[src/rtl/tmr_pkg.sv]
// Shared types and helpers for the TMR recovery controller.
// The harts are always a triple, so the package fixes the hart count.
package tmr_pkg;

    localparam int NHARTS_TMR = 3;
    localparam int HART_IDX_W = $clog2(NHARTS_TMR);

    typedef enum logic [2:0] {
        ST_IDLE      = 3'd0,
        ST_HALT      = 3'd1,
        ST_WAIT_HALT = 3'd2,
        ST_RESYNC    = 3'd3,
        ST_WAIT_RUN  = 3'd4,
        ST_FATAL     = 3'd5
    } tmr_rec_state_e;

    // Returns {valid, idx}; valid only when exactly one bit of vec is set.
    function automatic logic [HART_IDX_W:0] onehot_idx(input logic [NHARTS_TMR-1:0] vec);
        logic [HART_IDX_W:0] res;
        int                  ones;
        res  = '0;
        ones = 0;
        for (int i = 0; i < NHARTS_TMR; i++) begin
            if (vec[i]) begin
                ones++;
                res[HART_IDX_W-1:0] = HART_IDX_W'(i);
            end
        end
        res[HART_IDX_W] = (ones == 1);
        return res;
    endfunction

endpackage

[src/rtl/tmr_sat_counter.sv]
// Per-hart saturating fault counter; a clear in the same cycle as an
// increment wins.
module tmr_sat_counter #(
    parameter int CNT_W = 4
) (
    input  logic             clk_i,
    input  logic             rst_ni,
    input  logic             inc_i,
    input  logic             clr_i,
    output logic [CNT_W-1:0] cnt_o
);

    logic [CNT_W-1:0] cnt_reg;
    logic [CNT_W-1:0] cnt_next;

    always_comb begin
        cnt_next = cnt_reg;
        if (clr_i) begin
            cnt_next = '0;
        end else if (inc_i && (cnt_reg != '1)) begin
            cnt_next = cnt_reg + 1'b1;
        end
    end

    always_ff @(posedge clk_i or negedge rst_ni) begin
        if (!rst_ni) begin
            cnt_reg <= '0;
        end else begin
            cnt_reg <= cnt_next;
        end
    end

    assign cnt_o = cnt_reg;

endmodule

[src/rtl/tmr_recovery_ctrl.sv]
// Recovery sequencer for a TMR hart triple: halt all, resync the faulty hart,
// release all. The voter report is registered on entry, so error_i in cycle N
// raises halt_req_o in cycle N+2.
module tmr_recovery_ctrl
    import tmr_pkg::*;
#(
    parameter int NHARTS      = 3,
    parameter int CNT_W       = 4,
    parameter int MAX_FAULTS  = 8,
    parameter int TIMEOUT_CYC = 1024
) (
    input  logic                      clk_i,
    input  logic                      rst_ni,
    input  logic                      error_i,
    input  logic [NHARTS-1:0]         error_id_i,
    input  logic [NHARTS-1:0]         halted_i,
    input  logic                      resync_done_i,
    input  logic                      clear_i,
    output logic [NHARTS-1:0]         halt_req_o,
    output logic                      resync_start_o,
    output logic [$clog2(NHARTS)-1:0] resync_id_o,
    output logic                      busy_o,
    output logic                      fatal_o,
    output logic                      overrun_o,
    output logic [NHARTS*CNT_W-1:0]   fault_cnt_o
);

    localparam int               IDX_W     = $clog2(NHARTS);
    localparam int               TMO_W     = $clog2(TIMEOUT_CYC + 1);
    localparam logic [CNT_W-1:0] CNT_MAX   = '1;
    localparam logic [CNT_W-1:0] FAULT_LIM = CNT_W'(MAX_FAULTS);

    tmr_rec_state_e    state_reg, state_next;
    logic              err_vld_reg;
    logic [NHARTS-1:0] err_id_reg;
    logic [TMO_W-1:0]  tmo_reg, tmo_next;
    logic [IDX_W-1:0]  id_reg, id_next;
    logic              start_reg, start_next;
    logic              ovr_reg, ovr_next;

    logic [IDX_W:0]    err_dec;
    logic [NHARTS-1:0] cnt_inc;
    logic [CNT_W-1:0]  cnt_arr [NHARTS];
    logic [CNT_W-1:0]  sel_cnt;
    logic [CNT_W-1:0]  sel_cnt_inc;
    logic              in_wait;
    logic              tmo_hit;
    logic              all_halted;
    logic              all_running;

    assign err_dec     = onehot_idx(err_id_reg);
    assign all_halted  = &halted_i;
    assign all_running = ~|halted_i;
    assign in_wait     = state_reg inside {ST_WAIT_HALT, ST_RESYNC, ST_WAIT_RUN};
    assign tmo_hit     = in_wait && (tmo_reg == TMO_W'(TIMEOUT_CYC - 1));
    assign sel_cnt     = cnt_arr[err_dec[IDX_W-1:0]];
    // Threshold decision uses the post-increment value, saturated like the counter.
    assign sel_cnt_inc = (sel_cnt == CNT_MAX) ? sel_cnt : sel_cnt + 1'b1;

    always_comb begin
        state_next = state_reg;
        id_next    = id_reg;
        start_next = 1'b0;
        cnt_inc    = '0;
        ovr_next   = ovr_reg;
        case (state_reg)
            ST_IDLE: begin
                if (err_vld_reg) begin
                    if (err_dec[IDX_W]) begin
                        id_next                      = err_dec[IDX_W-1:0];
                        cnt_inc[err_dec[IDX_W-1:0]]  = 1'b1;
                        state_next = (sel_cnt_inc >= FAULT_LIM) ? ST_FATAL : ST_HALT;
                    end else begin
                        state_next = ST_FATAL;
                    end
                end
            end
            ST_HALT: begin
                state_next = ST_WAIT_HALT;
            end
            ST_WAIT_HALT: begin
                if (all_halted) begin
                    state_next = ST_RESYNC;
                    start_next = 1'b1;
                end else if (tmo_hit) begin
                    state_next = ST_FATAL;
                end
            end
            ST_RESYNC: begin
                if (resync_done_i) begin
                    state_next = ST_WAIT_RUN;
                end else if (tmo_hit) begin
                    state_next = ST_FATAL;
                end
            end
            ST_WAIT_RUN: begin
                if (all_running) begin
                    state_next = ST_IDLE;
                end else if (tmo_hit) begin
                    state_next = ST_FATAL;
                end
            end
            ST_FATAL: begin
                if (clear_i) begin
                    state_next = ST_IDLE;
                end
            end
            default: begin
                state_next = ST_IDLE;
            end
        endcase

        // Reports arriving mid-recovery are dropped but flagged; FATAL ignores them.
        if (err_vld_reg && !(state_reg inside {ST_IDLE, ST_FATAL})) begin
            ovr_next = 1'b1;
        end
        if (clear_i) begin
            ovr_next = 1'b0;
        end

        tmo_next = (in_wait && (state_next == state_reg)) ? tmo_reg + 1'b1 : '0;
    end

    always_ff @(posedge clk_i or negedge rst_ni) begin
        if (!rst_ni) begin
            state_reg   <= ST_IDLE;
            err_vld_reg <= 1'b0;
            err_id_reg  <= '0;
            tmo_reg     <= '0;
            id_reg      <= '0;
            start_reg   <= 1'b0;
            ovr_reg     <= 1'b0;
        end else begin
            state_reg   <= state_next;
            err_vld_reg <= error_i;
            err_id_reg  <= error_id_i;
            tmo_reg     <= tmo_next;
            id_reg      <= id_next;
            start_reg   <= start_next;
            ovr_reg     <= ovr_next;
        end
    end

    for (genvar gi = 0; gi < NHARTS; gi++) begin : g_cnt
        tmr_sat_counter #(
            .CNT_W (CNT_W)
        ) u_cnt (
            .clk_i  (clk_i),
            .rst_ni (rst_ni),
            .inc_i  (cnt_inc[gi]),
            .clr_i  (clear_i),
            .cnt_o  (cnt_arr[gi])
        );
        assign fault_cnt_o[gi*CNT_W +: CNT_W] = cnt_arr[gi];
    end

    assign halt_req_o     = {NHARTS{state_reg inside {ST_HALT, ST_WAIT_HALT, ST_RESYNC, ST_FATAL}}};
    assign resync_start_o = start_reg;
    assign resync_id_o    = id_reg;
    assign busy_o         = (state_reg != ST_IDLE);
    assign fatal_o        = (state_reg == ST_FATAL);
    assign overrun_o      = ovr_reg;

endmodule

[config.mk]
export PLATFORM = sky130hd
export DESIGN_NAME = tmr_recovery_ctrl
export DESIGN_NICKNAME = d
export VERILOG_FILES = /design/src/rtl/tmr_pkg.sv /design/src/rtl/tmr_sat_counter.sv /design/src/rtl/tmr_recovery_ctrl.sv
export SDC_FILE = /design/constraint.sdc
export NUM_CORES = 1
export LEC_CHECK = 0
export ABC_AREA = 1
export BUFFER_PORTS_ARGS = -buffer_cell sky130_fd_sc_hd__buf_2
export CAP_MARGIN = 30
export CORE_MARGIN = 10
export CORE_UTILIZATION = 34
export DETAILED_ROUTE_END_ITERATION = 8
export PLACE_DENSITY_LB_ADDON = 0.15
export SLEW_MARGIN = 5
export SYNTH_ARGS = -nofsm -noshare
export SYNTH_HDL_FRONTEND = slang
export SYNTH_SLANG_ARGS = --single-unit
[constraint.sdc]
create_clock -name clk_i -period 3 [get_ports clk_i]
set_input_delay 0 -clock clk_i [delete_from_list [all_inputs] [get_ports clk_i]]
set_output_delay 0 -clock clk_i [all_outputs]
set_load 0.03 [all_outputs]
## Word level (Yosys, flattened, before mapping)

Index checks and enable logic that the tools add are counted.

| word-level totals | value |
|---|---|
| latch bits | 0 |
| RAM bits | 0 |
| memories kept | 0 |
| register bits | 34 |
| input port bits | 11 |
| bits in read-only memories | 0 |
| logic and storage cells | 88 |
| output and inout bits | 21 |

| operators by class | value |
|---|---|
| reductions and logical operators | 20 |
| multiply operators | 0 |
| eq/ne operators | 12 |
| shift operators | 0 |
| order comparisons | 4 |
| div/mod/pow operators | 0 |
| multiplexer cells | 34 |
| bitwise gates (word level) | 1 |
| $add $sub $neg | 7 |

Operators with widths:

| operator | count |
|---|---|
| 32-bit by 2-bit adder with 32-bit output, second input constant | 2 |
| 32-bit two-way mux | 2 |
| 4-bit two-way mux | 9 |
| 3-bit two-way mux | 11 |
| 32-bit by 2-bit == test with 1-bit output, second input constant | 1 |
| 3-bit case mux with 6 select lines | 1 |
| 4-bit by 1-bit adder with 4-bit output, second input constant | 4 |
| 4-bit inequality test, second input constant | 3 |
| 11-bit by 1-bit adder with 11-bit output, second input constant | 1 |
| 11-bit by 10-bit == test with 1-bit output, second input constant | 1 |
| 11-bit two-way mux | 1 |
| 2-bit nonzero test | 5 |
| 4-bit binary-select mux with 2-bit select | 1 |
| 1-bit logical AND | 7 |
| 1-bit two-way mux | 7 |
| 3-bit by 2-bit == test with 1-bit output, second input constant | 2 |
| 3-bit == test, second input constant | 2 |
| 3-bit AND reduction | 2 |
| 3-bit nonzero test | 2 |
| 4-bit == test, second input constant | 1 |
| 4-bit >= comparator, second input constant | 1 |
| 4-bit nonzero test | 1 |
| 3-bit by 1-bit == test with 1-bit output, second input constant | 1 |
| 3-bit == test | 1 |
| other kinds (9) | 9 |

## Longest topological paths before layout

Gate-level depths: netlist of the first run.

| depth | value |
|---|---|
| depth after elaboration | 16 |
| mapped depth | 16 |
| gate-level depth less buffers | 14 |

## By module

From an unflattened synthesis of the first run, not the netlist that was laid out.

| unflattened totals | value |
|---|---|
| cell total of the unflattened synthesis | 264 |
| area, all modules | 2039.5 sq um |

By module, submodules not included:

| module | cells each | sequential area each (sq um) | times used | area an instance (sq um) |
|---|---|---|---|---|
| tmr_recovery_ctrl | 177 | 550.5 | 1 | 1371.3 |
| tmr_sat_counter | 29 | 100.1 | 3 | 222.7 |

## Worst setup path after synthesis of the first run

OpenSTA, ideal clock, no wires.

| path | value |
|---|---|
| path kind | register to register |
| from | reg err_id_reg[2] |
| to | reg tmo_reg[2] |
| clock period less this slack | 1799 ps |
| arrival time | 1678 ps |
| buffers on the path | 1 |
| setup slack | 1201 ps |
| setup time | 121 ps |
| cell stages (with the launch flop) | 15 |
| required time | 2879 ps |
| path through | dfrtp_1 -> nor2_2 -> nand2_1 -> nand3_2 -> inv_2 -> ha_1 -> inv_1 -> nand2_1 -> nand3_1 -> nand3_2 -> nand2_2 -> nand3_1 -> nand3_2 -> buf_6 -> nor2_2 |

| on the way | value |
|---|---|
| cells in the longest elaborated chain, start to end | 15 |
| elaborated cells on any way between the ends | 18 |
| classes of those cells | 1 x add/sub; 1 x order compare; 3 x eq/ne; 11 x mux; 1 x bitwise; 1 x reduce/logical |

Ends and longest elaborated chain:

| what | line | text |
|---|---|---|
| from (decl) | tmr_recovery_ctrl.sv:35 | `logic [NHARTS-1:0] err_id_reg;` |
| from (signal assigned) | tmr_recovery_ctrl.sv:136 | `err_id_reg <= error_id_i;` |
| 2-bit two-way mux | tmr_pkg.sv:24 | `if (vec[i]) begin` |
| 2-bit NOT with 3-bit output (implied by the code) | tmr_recovery_ctrl.sv:56 | `assign sel_cnt = cnt_arr[err_dec[IDX_W-1:0]];` |
| 4-bit binary-select mux with 2-bit select | tmr_recovery_ctrl.sv:56 |  |
| 4-bit two-way mux (implied by the code) (2 in series) | tmr_recovery_ctrl.sv:56 |  |
| 4-bit by 1-bit adder with 4-bit output or 4-bit == test (tied branches) | tmr_recovery_ctrl.sv:58 | `assign sel_cnt_inc = (sel_cnt == CNT_MAX) ? sel_cnt : sel_cnt + 1'b1;` |
| 4-bit two-way mux | tmr_recovery_ctrl.sv:58 |  |
| 4-bit >= comparator | tmr_recovery_ctrl.sv:72 | `state_next = (sel_cnt_inc >= FAULT_LIM) ? ST_FATAL : ST_HALT;` |
| 3-bit two-way mux | tmr_recovery_ctrl.sv:72 |  |
| 3-bit two-way mux (*) | tmr_recovery_ctrl.sv:69 | `if (err_dec[IDX_W]) begin` |
| 3-bit two-way mux (*) | tmr_recovery_ctrl.sv:68 | `if (err_vld_reg) begin` |
| 3-bit case mux with 6 select lines (*) | tmr_recovery_ctrl.sv:66 | `case (state_reg)` |
| 3-bit == test (*) | tmr_recovery_ctrl.sv:121 | `tmo_next = (in_wait && (state_next == state_reg)) ? tmo_reg + 1'b1 : '0;` |
| 1-bit logical AND (*) | tmr_recovery_ctrl.sv:121 |  |
| 11-bit two-way mux (*) | tmr_recovery_ctrl.sv:121 |  |
| via tmo_next[2] | tmr_recovery_ctrl.sv:36 | `logic [TMO_W-1:0] tmo_reg, tmo_next;` |
| to (signal assigned) | tmr_recovery_ctrl.sv:137 | `tmo_reg <= tmo_next;` |
| to (decl) | tmr_recovery_ctrl.sv:36 |  |

The timed path passes the listed nets; every way through them passes the cells marked *. The select of a mux whose other input is x is not followed.
A chain may end at the register's enable or synchronous reset.

## Worst setup path in the final report of the first run

| path | value |
|---|---|
| from | reg err_id_reg[2] |
| to | reg tmo_reg[10] |

| on the way | value |
|---|---|
| cells in the longest elaborated chain, start to end | 15 |
| elaborated cells on any way between the ends | 18 |
| classes of those cells | 1 x add/sub; 1 x order compare; 3 x eq/ne; 11 x mux; 1 x bitwise; 1 x reduce/logical |

Ends and longest elaborated chain:

| what | line | text |
|---|---|---|
| 2-bit two-way mux | tmr_pkg.sv:24 |  |
| 2-bit NOT with 3-bit output (implied by the code) | tmr_recovery_ctrl.sv:56 |  |
| 4-bit binary-select mux with 2-bit select | tmr_recovery_ctrl.sv:56 |  |
| 4-bit two-way mux (implied by the code) (2 in series) | tmr_recovery_ctrl.sv:56 |  |
| 4-bit by 1-bit adder with 4-bit output or 4-bit == test (tied branches) | tmr_recovery_ctrl.sv:58 |  |
| 4-bit two-way mux | tmr_recovery_ctrl.sv:58 |  |
| 4-bit >= comparator | tmr_recovery_ctrl.sv:72 |  |
| 3-bit two-way mux | tmr_recovery_ctrl.sv:72 |  |
| 3-bit two-way mux (*) | tmr_recovery_ctrl.sv:69 |  |
| 3-bit two-way mux (*) | tmr_recovery_ctrl.sv:68 |  |
| 3-bit case mux with 6 select lines (*) | tmr_recovery_ctrl.sv:66 |  |
| via state_next[2] | tmr_recovery_ctrl.sv:33 | `tmr_rec_state_e state_reg, state_next;` |
| 3-bit == test (*) | tmr_recovery_ctrl.sv:121 |  |
| 1-bit logical AND (*) | tmr_recovery_ctrl.sv:121 |  |
| 11-bit two-way mux (*) | tmr_recovery_ctrl.sv:121 |  |
| via tmo_next[10] | tmr_recovery_ctrl.sv:36 |  |

Marked as above.

==> results of run 1 <==
## stage by stage
step	cells	hold WS, ps	setup WS (ps)	cell area [um^2]
floorplan	237	-295.6	1201	2031
global placement	339	110.6	788.0	2242
detailed placement	339	110.9	696.8	2242
CTS	353	23.96	671.0	2394
global route	353	40.61	423.6	2394
finish	353	32.50	714.7	2394
## what timing repair did
action                                  CTS  global route
endpoints found under the hold margin    43             0
hold buffers                              6             0
endpoints found under the setup margin    0             0
## worst max path at each step
stage | endpoint | startpoint | depth (start not counted) | slack (ps)
after floorplan | tmo_reg[2] | err_id_reg[2] | 14 | 1200
after global placement | tmo_reg[10] | err_id_reg[2] | 14 | 790
after detailed placement | tmo_reg[2] | err_id_reg[2] | 14 | 700
after CTS | tmo_reg[2] | err_id_reg[2] | 14 | 670
after global routing | tmo_reg[2] | err_id_reg[2] | 14 | 420
final | tmo_reg[10] | err_id_reg[2] | 14 | 710
## worst max-delay path, cell delays in order (launching register included)
cell     delay (ps)
dfrtp_1         550
nor2_2          320
nand2_1         110
nand3_2         100
inv_2            40
ha_1            160
inv_1            40
nand2_1          40
nand3_1          90
nand3_2          80
nand2_2          70
nand2_2          50
nand2_1          70
nand3_2         300
nor2_1          170
## final cells by class
cell class,count,area share [%]
Tap cell,75,3.921
Clock inverter,1,0.2091
Timing Repair Buffer,37,8.991
Sequential cell,34,35.55
Inverter,30,4.705
Multi-Input combinational cell,169,43.02
Clock buffer,7,3.607
## power breakdown
| group | internal (W) | total (W) | switching [W] |
|---|---|---|---|
| Combinational | 0.000176 | 0.000610 | 0.000434 |
| Clock | 0.000185 | 0.000356 | 0.000170 |
| Sequential | 0.000507 | 0.000569 | 0.0000617 |
| Total | 0.000869 | 0.00153 | 0.000666 |
## metal layers
layer / wire length (um) / vias to the layer above / GRT usage [%]
met5: 0 / - / 0
met4: 59 / 0 / 3.803
met3: 188 / 6 / 3.201
met2: 2015 / 23 / 14.87
met1: 2145 / 749 / 12.33
li1: - / 853 / -
## cell families (layout without fill, tap and decap cells)
kind of cell / Yosys count / in the layout / synth area share [%]
adder cells (fa/ha/maj): 7 / 7 / 4.313
AND/OR/NAND/NOR: 125 / 125 / 31.79
XOR/XNOR: 12 / 12 / 5.176
flip-flops: 34 / 34 / 41.90
AO/OA/AOI/OAI: 25 / 25 / 9.427
buffers and inverters: 34 / 75 / 7.394
## cells in the mapped netlist (2+ instances only)
| library cell | instances |
|---|---|
| o21ai_0 | 4 |
| o21a_1 | 2 |
| xor2_1 | 11 |
| buf_4 | 2 |
| nand2_1 | 45 |
| dfrtp_1 | 34 |
| nand2_2 | 5 |
| o21ai_1 | 4 |
| nand4_1 | 2 |
| o211ai_2 | 2 |
| nor2_1 | 20 |
| a21oi_1 | 5 |
| inv_1 | 22 |
| ha_1 | 7 |
| nand3_1 | 20 |
| a211oi_1 | 2 |
| nor3_1 | 8 |
| buf_6 | 2 |
| nor2_2 | 13 |
| inv_2 | 8 |
| nor2_4 | 5 |
| nand3_2 | 5 |
## layout by cell type (no fill, tap or decap), types with 4 or more instances in the layout
cell type	synthesis	final
xor2_1	11	11
nand3_2	5	5
nand2_2	5	5
clkbuf_8	0	6
nor2_4	5	5
buf_2	0	31
nand2_1	45	45
nor2_1	20	20
a21oi_1	5	5
dlygate4sd3_1	0	6
inv_1	22	22
inv_2	8	8
o21ai_1	4	4
nand3_1	20	20
ha_1	7	7
nor3_1	8	8
dfrtp_1	34	34
o21ai_0	4	4
nor2_2	13	13
==> results list, run 1 <==
* Status: completed
- From bottom edge to top edge, the die measures approximately 97 um.
- In this run the register-to-register setup slack is ~700 ps.
- Type of the worst min-delay path: input port to flip-flop
* Routed length per instance: approximately 12 um
* Maximum level of the CTS H-tree: 2
- Path depth of the worst reg2reg path: 14
- Pleak: 1.149 nW
* RSZ-0062 raised after global routing: false
- Net count of the finished layout: 295
- Maximum Capacitance Violations: 0
* Setup bufs post-CTS: 0
- The number of nets handed over by synthesis was 255.
* Ys Warns: 0
* Row cnt: 28
* Clock sink total: 34
- CTS tree: done
- Least-Margin Pin Slew: slightly below 800 ps
* Setup skew after layout: about 4.8 ps
* Highest ir drop seen on vdd: 0.3183 mV
* Pin count of the biggest net entering global routing: 35
- Die outline area: roughly 9500 um^2
* Max FFs per register: 12
- From synthesis to final layout, the design area changed by 17.87%.
- The most used flip-flop cell after synthesis is dfrtp_1.
- Once detail routing completed, the nets flagged for antenna violations numbered 0.
- In this run, post-CTS repair resized a total of 0 instances.
- Setup-violating endpoint count in the final report: 0
- For this design the ratio of total power to cell area is 641.3 nW/um^2.
* Clk pin slew, worst setup/hold paths: around 70 ps
- Number of global-route vias before repair: 1,632
- Launch point of the worst hold path: halted_i[1]
- Initial Util: about a third
- Counting along the longest clock path gives a buffer depth of 2.
- Area of the placeable core: ~5900 um^2
* Number of enable flip-flop cells after synthesis: 0
- The worst path needs between 2000 and 2500 ps of the cycle, external delays included.
- Finished Core Util: about two fifths
* Crit Path Category: flip-flop to flip-flop
* Die width: 97.28 um
- Global placement routability congestion: about 0.86
- DRT Wirelength: about 4.4 mm
- Overall Power: 0.001535 W
- Yosys attributes the largest share of cell area to dfrtp_1 (42%), nand2_1 (8.3%), nand3_1 (4.9%), xor2_1 (4.7%), ha_1 (4.3%).
- Total of flip-flops plus latches after synthesis: 34
* Final hold violations: 0
- Port buffering added 31 buffers.
- Registers take 850.8 um^2.
* Remaining routing DRC violations: 0
- Portion of synthesized cell area occupied by the leading cell type: roughly two fifths
* Category of the worst setup path launch point: flip-flop
- Required time at the worst-slack endpoint: about 3200 ps
- Highest Clock Rate: approximately 440 MHz
- Dividing the synthesized area by the synthesized cell count gives ~8.6 um^2.
- Reg2reg end: tmo_reg[10]
* Share of flip-flops with an asynchronous set or reset after synthesis: 100.0%
- Post-Synthesis Cell Area: between 2000 and 2500 um^2
* Worst slew slack as a fraction of its limit: roughly 48%
- Post-synth cell types: 31
* Fraction of final layout cells sized beyond drive strength 1: about 29%
- Seq/Total Area, Yosys: between 40% and 50%
- For this design the top-level I/O count stands at 32.
- 0 antenna diodes ended up in the layout.
- STA classifies the critical path endpoint as a flip-flop.
- The largest total area in the synthesized netlist belongs to dfrtp_1.
* DRT Pass-1 Iters: 4
- Post-route fraction of the period consumed by the critical path: roughly three quarters
* Launch point of the worst reg-to-reg path: err_id_reg[2]
- The number of clock buffers added by TritonCTS is 5.
- Antenna violations before repair: 0
- Multi-input gate area in the final layout: about 1000 um^2
- Gr usage total: under 10%
* Final number of max-transition violations: 0
- End point of the worst hold path: resync_start_o
- In this run the clock root is driven by a clkbuf_8.
- Data arrival time of the critical path: approximately 2500 ps
- The worst hold path was traced through 3 stages.
- Post-synthesis cell count: 237
* Worst-path fanout max: 12
- The detailed router placed 1,631 vias in this run.
- The first global-routing pass estimated roughly 7.7 mm of wire.
- Summed over all nets, the half-perimeter wirelength after detailed placement is between 3 and 4 mm.
- After filler insertion, the fill cell instance count of the layout stands at around 600.
- Total congestion overflow after global routing: 0
- Setup TNS: 0 ps
- For this block, the initial DRC count from the detailed router was between 50 and 60.
- After detailed routing, the number of vias per cell comes to roughly 4.6.
* Insertion delay of the later-clocked pin in the worst-skew pair: roughly 280 ps
Note: power is estimated with default switching activity, not from simulation.
==> run 2: changes to the inputs <==
clock period = 2.1 ns   (was 3 ns; I/O delays follow)
==> run 2 against run 1 <==
  * Non-clock buffer count is 6 higher
  * Global-route usage is 0.10 points higher
  * Sequential share of layout area is 0.91 points lower
  * Worst setup slack worse by 530 ps
  * Clock-buffer cell count is 2 lower
  * Critical path depth stayed put
  * Wire length is 1.3% higher
  * Total power is 44% higher
  * Cell count is 1.4% higher
  * Register-to-register slack worse by 530 ps
  * Largest power group unchanged
==> results list, run 2 (synthesized netlist as in run 1, its figures left out) <==
- The run finished with clean final reports.
- The internal power component was 0.001251 W (+44%).
* Via count: 1,655 (+1.5%)
* Max FFs per register: 12 (unchanged)
- Number of global-route vias before repair: 1,608 (-1.5%)
- The number of nets at the end of the flow came to 301 (+2.0%).
- The routed wire length per instance is 12.48 um (about the same).
- The post-detailed-routing wire length is 4.467 mm (+1.3%).
- The switching share of power came to 43.43% (about the same).
* Buffers added on ports: 31 (unchanged)
* Pleak: 1.191 nW (+3.6%)
* Share of power burned in the clock network: 20.8% (-2.4 points)
* Delay contributed by the slowest stage of the critical path: 460 ps (-90 ps)
- The total clock buffers created by CTS is 5 (unchanged).
- Shortest clock period the worst path allows after layout: 1914 ps (-370.8 ps)
- Number of buffers between clock root and the deepest sink: 2 (unchanged)
- Root Driver: clkbuf_8
- Category of the worst setup path launch point: flip-flop
* Die width: 97.28 um (unchanged)
- The worst setup path is of the flip-flop to flip-flop kind.
- The max-slew headroom at the worst pin is 48.24% (+0.20 points).
* Highest Clock Rate: 522.3 MHz (+19%)
- The worst-case setup slack after placement was 110.0 ps (-586.8 ps).
* Worst-path fanout max: 11 (-1)
* Required time at the worst-slack endpoint: 2320 ps (-890 ps)
- Clock sink total: 34 (unchanged)
- The non-filler instance count after layout came to 358 (+1.4%).
* Count of nets left with antenna violations after detail routing: 0 (unchanged)
* Sequential power share: 36.7% (-0.4 points)
- Critical-path top delay cell: dfrtp_2
- Insertion delay of the later-clocked pin in the worst-skew pair: 290 ps (about the same)
- The power dissipated by switching net loads was 0.0009607 W (+44%).
- The count of pins over their slew limit was 0 (unchanged).
* DRT Pass-1 Iters: 4 (unchanged)
- Maximum Capacitance Violations: 0 (unchanged)
- Hold WS: 32.81 ps (+0.3099 ps)
- Row cnt: 28 (unchanged)
- Crit-path cells: inv_2 > ha_1 > inv_1 > nand3_1 > o31ai_2 > inv_2 > nor2_4 > nand3_2 > nand2_2 > nand2_2 > nand2_1 > nand3_2 > buf_12 > nor2_2
- Leaving out fill and tap cells, the most frequent cell in the layout is nand2_1.
* Kind of cell with the highest combined delay on the critical path: simple AND/OR/NAND/NOR gates
- Highest ir drop seen on vdd: 0.6033 mV (+90%)
- Final worst-path setup slack: 185.5 ps (-529.2 ps)
- Filler Cell Count: 624 (+4.2%)
* Number of I/O pins: 32 (unchanged)
* Fraction of final layout cells sized beyond drive strength 1: 32.16% (+3.0 points)
- Critical Path End Type: flip-flop
- Initial DRC Count: 65 (+20%)
- The DRC violations left came to 0 (unchanged).
- The height of the die is 97.28 um (unchanged).
* Area grow syn2layout: 21.32%
* Die outline area: 9463 um^2 (unchanged)
- The number of antenna violations at the first check in global routing was 0 (unchanged).
- Post-DP HPWL: 3.327 mm (+1.5%)
- The register clock-pin slew on the reported worst setup and hold paths is 70 ps (about the same).
- Part of the power in combinational logic: 42.5% (+2.7 points)
* Least-Margin Pin Slew: 776.3 ps (-2.967 ps)
* Global placement routability congestion: 0.8442 (-1.5%)
- Pin count of the biggest net entering global routing: 35 (unchanged)
- Initial Util: 34.71% (unchanged)
- Maximum level of the CTS H-tree: 2 (unchanged)
- Type of the worst min-delay path: input port to flip-flop
* Area of the placeable core: 5851 um^2 (unchanged)
- The total negative slack for setup checks was 0 ps (unchanged).
- The count of buffering cells on the critical path with inverters included came to 4 (+2).
* Total placed cells including tap cells: 343 (+1.2%)
- Setup skew after layout: 9.626 ps (+4.845 ps)
* Gr usage total: 9.829% (+0.10 points)
- Total congestion overflow after global routing: 0 (unchanged)
- Setup-violating endpoint count in the final report: 0 (unchanged)
* P per Cell Area: 897.9 nW/um^2 (+40%)
- First-pass GRT wire length: 7.817 mm (+1.2%)
* Final hold violations: 0 (unchanged)
- The final worst-path cycle share was 91.17% (+15 points).
- TritonCTS built the clock tree.
- Commonest cells after routing, fill and taps aside: nand2_1 (45), dfrtp_1 (32), buf_2 (31), inv_1 (22), nor2_1 (20)
- Number of antenna cells inserted: 0 (unchanged)
- The overall power after layout was 0.002212 W (+44%).
- The critical path arrival is 2140 ps (-350 ps).
* Via density per instance: 4.623 (about the same)
[run 2: through the flow]
step	utilization, %	instance area (um^2)
after floorplan	-	2031
after global placement	39.05	2285
after detailed placement	39.05	2285
after CTS	41.42	2424
after global routing	42.11	2464
final	42.11	2464
[run 2: final timing paths]
kind	startpoint	end	slack, ps	cells after the start
worst min register to register	resync_id_o[0]	resync_id_o[0]	470	2
worst max-delay path	err_id_reg[1]	tmo_reg[1]	190	14
min in group asynchronous	rst_ni	g_cnt[0].u_cnt.cnt_o[1]	320	2
worst min-delay path	halted_i[1]	resync_start_o	30	3
worst max register to register	err_id_reg[1]	tmo_reg[1]	190	14
max in group asynchronous	rst_ni	err_id_reg[2]	1230	2
[run 2: timing repair]
item                                    CTS  global route
endpoints found under the hold margin    43             0
gates resized for setup                   0             4
hold buffers                              6             0
endpoints found under the setup margin    0            18
buffers inserted                          0             2
[run 2: layout make-up]
class	instances	area (um^2)	area share, %
clock buffer	5	68.82	2.793
clock inverter	2	10.01	0.4063
inverter	30	112.6	4.571
multi-input combinational	169	1040	42.20
sequential	34	853.3	34.64
tap	75	93.84	3.809
timing repair buffer	43	285.3	11.58
[run 2: worst min-delay path: stages]
cell     delay, ps
buf_2          110
nand3_1        100
nor2_4          60
[run 2: power groups by stage]
stage	registers, W	logic (W)	clock network, W
6_report	0.000811	0.000941	0.000461
5_1_grt	0.000820	0.00105	0.000516
4_1_cts	0.000811	0.000948	0.000486
3_5_place_dp	0.000824	0.000933	0
3_3_place_gp	0.000825	0.000938	0
2_1_floorplan	0.000867	0.000675	0
[run 2: routing by layer]
metal  track usage (%)  share of wire [%]  up-vias
li1                  -                  -      856
met1             12.91                 49      763
met2             14.87                 46       31
met3             2.987                3.9        5
met4             3.356                1.3        0
met5                 0                  0        -
